==> src/rtl/pipe_wb_arbiter.sv <==
// rtl/pipe_wb_arbiter.sv - register-file write-port arbiter between WB and the mul/div unit, with MD result FIFO and scoreboard
// Optional same-cycle MD bypass onto an idle port: define PIPE_WBARB_BYPASS_EN.
module pipe_wb_arbiter #(
    parameter int DEPTH        = 2,
    parameter int STARVE_LIMIT = 4
) (
    input  logic        clk,
    input  logic        clr,
    input  logic        WBwreg,
    input  logic [4:0]  WBwn,
    input  logic [31:0] WBdata,
    input  logic        MDissue,
    input  logic [4:0]  MDissue_wn,
    input  logic        MDvalid,
    input  logic [4:0]  MDwn,
    input  logic [31:0] MDdata,
    output logic        MDready,
    input  logic [4:0]  IDrs,
    input  logic [4:0]  IDrt,
    input  logic [4:0]  IDwn,
    input  logic        IDwreg,
    output logic        IDstall,
    output logic        RFwe,
    output logic [4:0]  RFwn,
    output logic [31:0] RFdata,
    output logic        MDoverflow
);
    localparam int AW = $clog2(DEPTH);
    localparam int CW = AW + 1;
    localparam int DW = $clog2(STARVE_LIMIT + 1);

    typedef enum logic [1:0] {S_IDLE, S_WAIT, S_DRAIN} state_t;

    logic [4:0]    fifo_wn_q   [DEPTH];
    logic [31:0]   fifo_data_q [DEPTH];
    logic [AW-1:0] rd_ptr_q, wr_ptr_q;
    logic [CW-1:0] count_q, count_d;
    logic [31:0]   busy_q, busy_d;
    logic          ovf_q;
    state_t        state_q;
    logic [DW-1:0] deny_q;

    logic wb_win, empty, full, head_grant, bypass, push;
    logic [4:0]  head_wn;
    logic [31:0] head_data;

    assign wb_win     = WBwreg && (WBwn != 5'd0);
    assign empty      = (count_q == '0);
    assign full       = (count_q == CW'(DEPTH));
    assign head_grant = !wb_win && !empty;
    assign head_wn    = fifo_wn_q[rd_ptr_q];
    assign head_data  = fifo_data_q[rd_ptr_q];
`ifdef PIPE_WBARB_BYPASS_EN
    assign bypass     = MDvalid && empty && !wb_win && (MDwn != 5'd0);
`else
    assign bypass     = 1'b0;
`endif
    // A full FIFO still accepts when its head leaves in the same cycle.
    assign MDready    = !full || head_grant;
    assign push       = MDvalid && MDready && (MDwn != 5'd0) && !bypass;
    assign count_d    = count_q + CW'(push) - CW'(head_grant);
    assign MDoverflow = ovf_q;

    always_comb begin
        RFwe   = 1'b0;
        RFwn   = 5'd0;
        RFdata = 32'd0;
        if (wb_win) begin
            RFwe   = 1'b1;
            RFwn   = WBwn;
            RFdata = WBdata;
        end else if (head_grant) begin
            RFwe   = 1'b1;
            RFwn   = head_wn;
            RFdata = head_data;
        end else if (bypass) begin
            RFwe   = 1'b1;
            RFwn   = MDwn;
            RFdata = MDdata;
        end
    end

    // Clears first so a same-cycle issue to the same register keeps the bit set.
    always_comb begin
        busy_d = busy_q;
        if (head_grant)
            busy_d[head_wn] = 1'b0;
        if (bypass)
            busy_d[MDwn] = 1'b0;
        if (MDissue && (MDissue_wn != 5'd0))
            busy_d[MDissue_wn] = 1'b1;
    end

    assign IDstall = ((IDrs != 5'd0) && busy_q[IDrs])
                  || ((IDrt != 5'd0) && busy_q[IDrt])
                  || (IDwreg && (IDwn != 5'd0) && busy_q[IDwn])
                  || (state_q == S_DRAIN);

    always_ff @(posedge clk) begin
        if (clr) begin
            rd_ptr_q <= '0;
            wr_ptr_q <= '0;
            count_q  <= '0;
            busy_q   <= '0;
            ovf_q    <= 1'b0;
        end else begin
            if (push)
                wr_ptr_q <= wr_ptr_q + 1'b1;
            if (head_grant)
                rd_ptr_q <= rd_ptr_q + 1'b1;
            if (MDvalid && !MDready)
                ovf_q <= 1'b1;
            count_q <= count_d;
            busy_q  <= busy_d;
        end
    end

    always_ff @(posedge clk) begin
        if (push) begin
            fifo_wn_q[wr_ptr_q]   <= MDwn;
            fifo_data_q[wr_ptr_q] <= MDdata;
        end
    end

    always_ff @(posedge clk) begin
        if (clr) begin
            state_q <= S_IDLE;
            deny_q  <= '0;
        end else begin
            case (state_q)
                S_IDLE: begin
                    deny_q <= '0;
                    if (push)
                        state_q <= S_WAIT;
                end
                S_WAIT: begin
                    if (count_d == '0) begin
                        state_q <= S_IDLE;
                        deny_q  <= '0;
                    end else if (head_grant) begin
                        deny_q  <= '0;
                    end else if (deny_q == DW'(STARVE_LIMIT - 1)) begin
                        state_q <= S_DRAIN;
                        deny_q  <= '0;
                    end else begin
                        deny_q  <= deny_q + 1'b1;
                    end
                end
                S_DRAIN: begin
                    deny_q <= '0;
                    if (count_d == '0)
                        state_q <= S_IDLE;
                end
                default: begin
                    state_q <= S_IDLE;
                    deny_q  <= '0;
                end
            endcase
        end
    end
endmodule

==> config.mk <==
export PLATFORM = sky130hd
export DESIGN_NAME = pipe_wb_arbiter
export DESIGN_NICKNAME = d
export VERILOG_FILES = /design/src/rtl/pipe_wb_arbiter.sv
export SDC_FILE = /design/constraint.sdc
export NUM_CORES = 1
export LEC_CHECK = 0
export ABC_AREA = 1
export BUFFER_PORTS_ARGS = -buffer_cell sky130_fd_sc_hd__buf_2
export CORE_MARGIN = 10
export CORE_UTILIZATION = 30
export CTS_BUF_LIST = sky130_fd_sc_hd__clkbuf_8
export DETAILED_ROUTE_END_ITERATION = 7
export GPL_TIMING_DRIVEN = 0
export RECOVER_POWER = 50
export SLEW_MARGIN = 25
export SYNTH_ARGS = -nofsm -noshare
export SYNTH_HDL_FRONTEND = slang
export SYNTH_SLANG_ARGS = --single-unit
==> constraint.sdc <==
create_clock -name clk -period 4.5 [get_ports clk]
set_clock_uncertainty 0.15 [all_clocks]
set_input_delay 0.45 -clock clk [delete_from_list [all_inputs] [get_ports clk]]
set_output_delay 0.45 -clock clk [all_outputs]
set_load 0.01 [all_outputs]
==> reports/metrics.cfg, run 1 <==
[synth]
synthXorXnorAreaFrac_pct=0.148
synth-compound-area-share_pct=20.8
yosysSeqAreaShare_pct=52.0
syn_area_per_cell_um2=9.38
synth_most_common_cell=nand2_1
synthTopCellsByArea=edfxtp_1, dfxtp_1, o21ai_0
synthTopCellsByCount=nand2_1, o21ai_0, edfxtp_1
synth.distinct_cells=36
synth_fa_ha_area_share_pct=0.633
yosysTopAreaCellShare_pct=37.5
ys_warn_count=0
synth_ff_type=edfxtp_1
yosysTopAreaCell=edfxtp_1
synthSimpleGateAreaFrac_pct=13.7
ys_ff_latch=117
synth_area_um2=5930
synth_edf_count=74
synth_nets=735
synthMuxAreaShare_pct=6.25
netlist_instances=632
synth_top_family_by_area=compound AO/OA/AOI/OAI gates
synthArstFlopShare_pct=0

[routing]
final_antenna_net_count=0
vias=5275
drt_pre_antenna_iters=5
wl_met1_mm=7.91
drt-total-wl_mm=17.7
top_layer_used=met5
dr.first_iter.drc_count=279
wl_met3_mm=1.84
via_per_inst=4.94
drc=0
dr_wl_met2_mm=7.69
wire_per_inst_um=16.6

[die]
die-area_um2=25800
design.core.area_um2=19500
start_util_pct=30.5
ios=141
num_rows=51
die_y_um=161
fp.dieW_um=161

[clock_network]
ctsResizeCount=0
cts.htree.levels=4
cts_tree=done
cts_num_sinks=117
cts_setup_buffers=0
cts_max_path_buffers=2
cts_buffers=17
clk_pin_slew_ps=80
clk_latency_ps=430
cts-root-buf=clkbuf_8
ctsHoldBuffers=0

[setup_path]
critPathBufInv=4
crit_cells=8
worst-path-max-fanout=23
cp-start-kind=primary input
critPathRequiredTime_ps=4480
worstSetupEndpointType=flip-flop
cp_slowest_cell=nor2_1
path_delay_family=simple AND/OR/NAND/NOR gates
cp_common_cell=nand3_1
critical_path_class=primary input to flip-flop
slowest_delay_ps=1220
arrival_ps=3110
crit_chain=buf_2 -> inv_1 -> nand3_1 -> clkbuf_1 -> nand3_1 -> nand2_1 -> nor2_1 -> buf_16
r2r_cells=5

[global_routing]
grt_max_degree=24
grt_util_all_layers_pct=13.4
grt_pass1_wl_mm=27.9
antenna_found_initial=4
grt_overflow=0
grt_pass1_vias=5315

[timing]
setup_viol=0
finalHoldViolCount=0
rsz0062_at_grt=no
fin_crit_sh_pct=69.7
slew_headroom_pct=-4.81
max_freq_mhz=319
tns_ps=0
finalMaxSlewViolations=16
fin_crit_ps=3130
tightest_slew_ps=1570

[power]
cellPowerDensity_nw_per_um2=435
vdd_drop_max_mv=0.219
leakage_nw=2.79

[final_layout]
area_delta_synth_final_pct=23.1
n_fill_cell=2005
utilization_pct=37.5
drive_gt1_share_pct=26.3
final_nets=893
n_antenna_cell=0

[worst_hold_path]
hold_class=primary input to flip-flop
min_path_cells=1

[placement]
port_buffers=137
hpwl_mm=14.0
place_congestion=0.887

[status]
run_status=complete, but fails checks
violations=max-capacitance violations, max-slew violations

[run]
max_cap_violations=1

==> layout make-up <==
type	instances	area, um2	share of cell area, %
Multi-Input combinational cell	422	2440	33.4
Inverter	62	233	3.19
Clock inverter	15	134	1.83
Timing Repair Buffer	139	711	9.74
Tap cell	265	332	4.54
Clock buffer	17	234	3.21
Buffer	31	136	1.87
Sequential cell	117	3080	42.2
==> per-layer routing <==
metal	GRT usage (%)	up-vias
met5	0	-
met4	3.38	8
met3	6.11	25
met2	20.6	216
met1	16.7	2420
li1	-	2606
==> per-stage QoR <==
| step | area (um2) | setup WS, ps | hold slack (ps) | power [mW] | cells |
|---|---|---|---|---|---|
| after floorplan | 5930 | 1330 | 247 | 1.97 | 632 |
| after global placement | 6950 | 155 | 261 | 2.32 | 1034 |
| after detailed placement | 7010 | 1880 | 262 | 2.34 | 1036 |
| after CTS | 7380 | 1780 | 30.2 | 3.22 | 1068 |
| after global routing | 7300 | 1130 | 29.1 | 3.35 | 1068 |
| final | 7300 | 1370 | 54.1 | 3.17 | 1068 |
==> state kept, by name, summed over array words and instances (netlist names), 2 cells and up, named ones only <==
register,cells
fifo_data_q,64
busy_q,32
fifo_wn_q,10
deny_q,3
count_q,2
state_q,2
==> layout by cell type, fill, tap and decap left out, types with 2 or more instances in the layout <==
cell type and n:
a21oi_1 71, a31oi_1 2, a32o_1 32, buf_2 131, clkbuf_1 34, clkbuf_8 17
clkinv_1 2, clkinv_2 2, clkinv_4 4, clkinvlp_4 5, dfxtp_1 43, edfxtp_1 74
ha_1 3, inv_1 60, inv_6 2, mux2_2 32, nand2_1 89, nand2_2 3
nand3_1 41, nand3_2 2, nand3b_1 2, nand4_1 2, nor2_1 35, nor2_2 3
nor3_1 3, o211ai_1 11, o21ai_0 76, o21ai_1 8
==> power breakdown <==
group	leakage, nW	total [mW]	internal, mW	switching [mW]
logic	1.58	0.993	0.383	0.610
registers	1.04	1.29	1.25	0.0398
clock network	0.172	0.886	0.437	0.449
==> path summary, 6_finish.rpt <==
check | start | to | slack [ps]
max | WBwn[4] | fifo_data_q[1][6] | 1370
max reg2reg | count_q[0] | fifo_data_q[1][6] | 1720
min | MDdata[12] | fifo_data_q[0][12] | 50
min reg2reg | deny_q[0] | deny_q[0] | 270
==> logic make-up (layout without fill, tap and decap cells) <==
group                      Yosys count  after routing
buffers and inverters               93            264
AOI/OAI and AO/OA                  204            204
DFF                                117            117
muxes                               33             33
and+or+nand+nor                    181            181
xor gates and xnor gates             1              1
adders and majority gates            3              3
(Power assumes the default switching activity.)
==> inputs of run 2 (changes only) <==
==> constraint.sdc (replaced) <==
create_clock -name clk -period 3 [get_ports clk]
set_clock_uncertainty 0.15 [all_clocks]
set_input_delay 0.3 -clock clk [delete_from_list [all_inputs] [get_ports clk]]
set_output_delay 0.3 -clock clk [all_outputs]
set_load 0.01 [all_outputs]
==> run 2 against run 1 <==
Net effect: the flow now finishes without violations; wire length is 3.9% higher; hold slack better by 37 ps; sequential power up 50%; combinational power up 57%; cell area rose by 5.3%; setup slack lost 920 ps; total power rose by 51%.
==> reports/metrics.cfg, run 2 (same netlist as run 1, synthesis figures left out) <==
[power]
vdd_drop_max_mv=0.316
leakage_nw=2.91
cellPowerDensity_nw_per_um2=623

[final_layout]
reg_top3=fifo_data_q (64), busy_q (32), fifo_wn_q (10)
largest-register=fifo_data_q
register_area_um2=3080
largest_register_ffs=64
area_delta_synth_final_pct=29.6
n_fill_cell=2006
final_common_cell=buf_2
multi_input_area_um2=2470
finalInstanceArea_um2=7680
utilization_pct=39.5
drive_gt1_share_pct=23.9
final_nets=930
layout_common_cells=buf_2, nand2_1, o21ai_0, edfxtp_1, a21oi_1
n_antenna_cell=0

[die]
design.core.area_um2=19500
die-area_um2=25800
num_rows=51
die_y_um=161
start_util_pct=30.5
fp.dieW_um=161
ios=141

[clock_network]
cts_tree=done
cts_num_sinks=117
clk_pin_slew_ps=60
cts.htree.levels=4
ctsResizeCount=0
clk_latency_ps=430
cts_buffers=17
cts-root-buf=clkbuf_8
cts_max_path_buffers=2
cts_setup_buffers=0

[global_routing]
grt_pass1_vias=5382
grt_pass1_wl_mm=28.8
grt_max_degree=23
antenna_found_initial=0
grt_overflow=0
grt_util_all_layers_pct=13.8

[routing]
final_antenna_net_count=0
vias=5385
drc=0
drt-total-wl_mm=18.4
dr.first_iter.drc_count=409
drt_pre_antenna_iters=5
wire_per_inst_um=16.6
via_per_inst=4.87

[placement]
postPlaceCellArea_um2=7020
hpwl_mm=13.9
place_congestion=0.918
port_buffers=137

[setup_path]
worstSetupEndpointType=flip-flop
cp-start-kind=primary input
critical_path_class=primary input to flip-flop
arrival_ps=2720
worst-path-max-fanout=6
critPathRequiredTime_ps=3160

[timing]
holdWs_ps=91.3
slew_headroom_pct=34.6
tns_ps=0
tightest_slew_ps=980
rsz0062_at_grt=no
finalHoldViolCount=0
fin_crit_ps=2550
finalMaxSlewViolations=0
max_freq_mhz=392
fin_crit_sh_pct=85.1
setup_viol=0

[status]
run_status=finished, final reports clean

[run]
max_cap_violations=0

[worst_hold_path]
hold_class=primary input to flip-flop

run 2: critical path: stages:
cell and delay, ps:
dlygate4sd3_1 560, clkbuf_1 130, nor2_1 120, nand3_1 100, nand2_1 80, inv_1 70, nand2_4 140, inv_1 100
nand2_1 70, nand2_1 60, ha_1 180, xnor2_1 290, inv_1 90, nand2_2 90, nand3_2 80, nand2_1 90
nand3_1 70, nand2_1 60, a21oi_1 40
run 2: stage by stage:
| stage | setup WS [ps] | power, mW | cells |
|---|---|---|---|
| detailed placement | 517 | 3.51 | 1036 |
| CTS | 395 | 4.84 | 1105 |
| global placement | -1120 | 3.48 | 1034 |
| finish | 448 | 4.79 | 1105 |
| floorplan | 11.4 | 2.96 | 632 |
| global route | 274 | 5.05 | 1105 |
run 2: what timing repair did:
action                                 in CTS  in global routing
setup endpoints to repair                   0                  0
endpoints found under the hold margin      74                  0
hold buffers                               37                  0
run 2: report_power, final:
group | total, mW | internal [mW] | switching [mW]
clock network | 1.29 | 0.639 | 0.649
logic | 1.56 | 0.621 | 0.941
registers | 1.94 | 1.88 | 0.0601
run 2: final cells by class:
cell class | count | area share [%]
sequential | 117 | 40.1
multi-input combinational | 422 | 32.2
timing repair buffer | 176 | 13.9
tap | 265 | 4.31
clock buffer | 17 | 3.04
inverter | 62 | 3.03
buffer | 31 | 1.87
clock inverter | 15 | 1.53
run 2: path summary, 6_finish.rpt:
path,slack (ps),end,from,cells past startpoint
worst max-delay path,450,state_q[1],MDwn[1],19
worst min-delay path,90,MDoverflow,MDvalid,3
worst min register to register,270,deny_q[0],deny_q[0],1
worst max register to register,540,state_q[1],count_q[1],16
run 2: layer usage:
layer | up-vias | track usage [%] | share of wire, %
li1 | 2665 | - | -
met1 | 2484 | 17.4 | 46
met2 | 219 | 22.0 | 45
met3 | 17 | 4.63 | 8.6
met4 | 0 | 4.17 | 0.99
met5 | - | 0 | 0
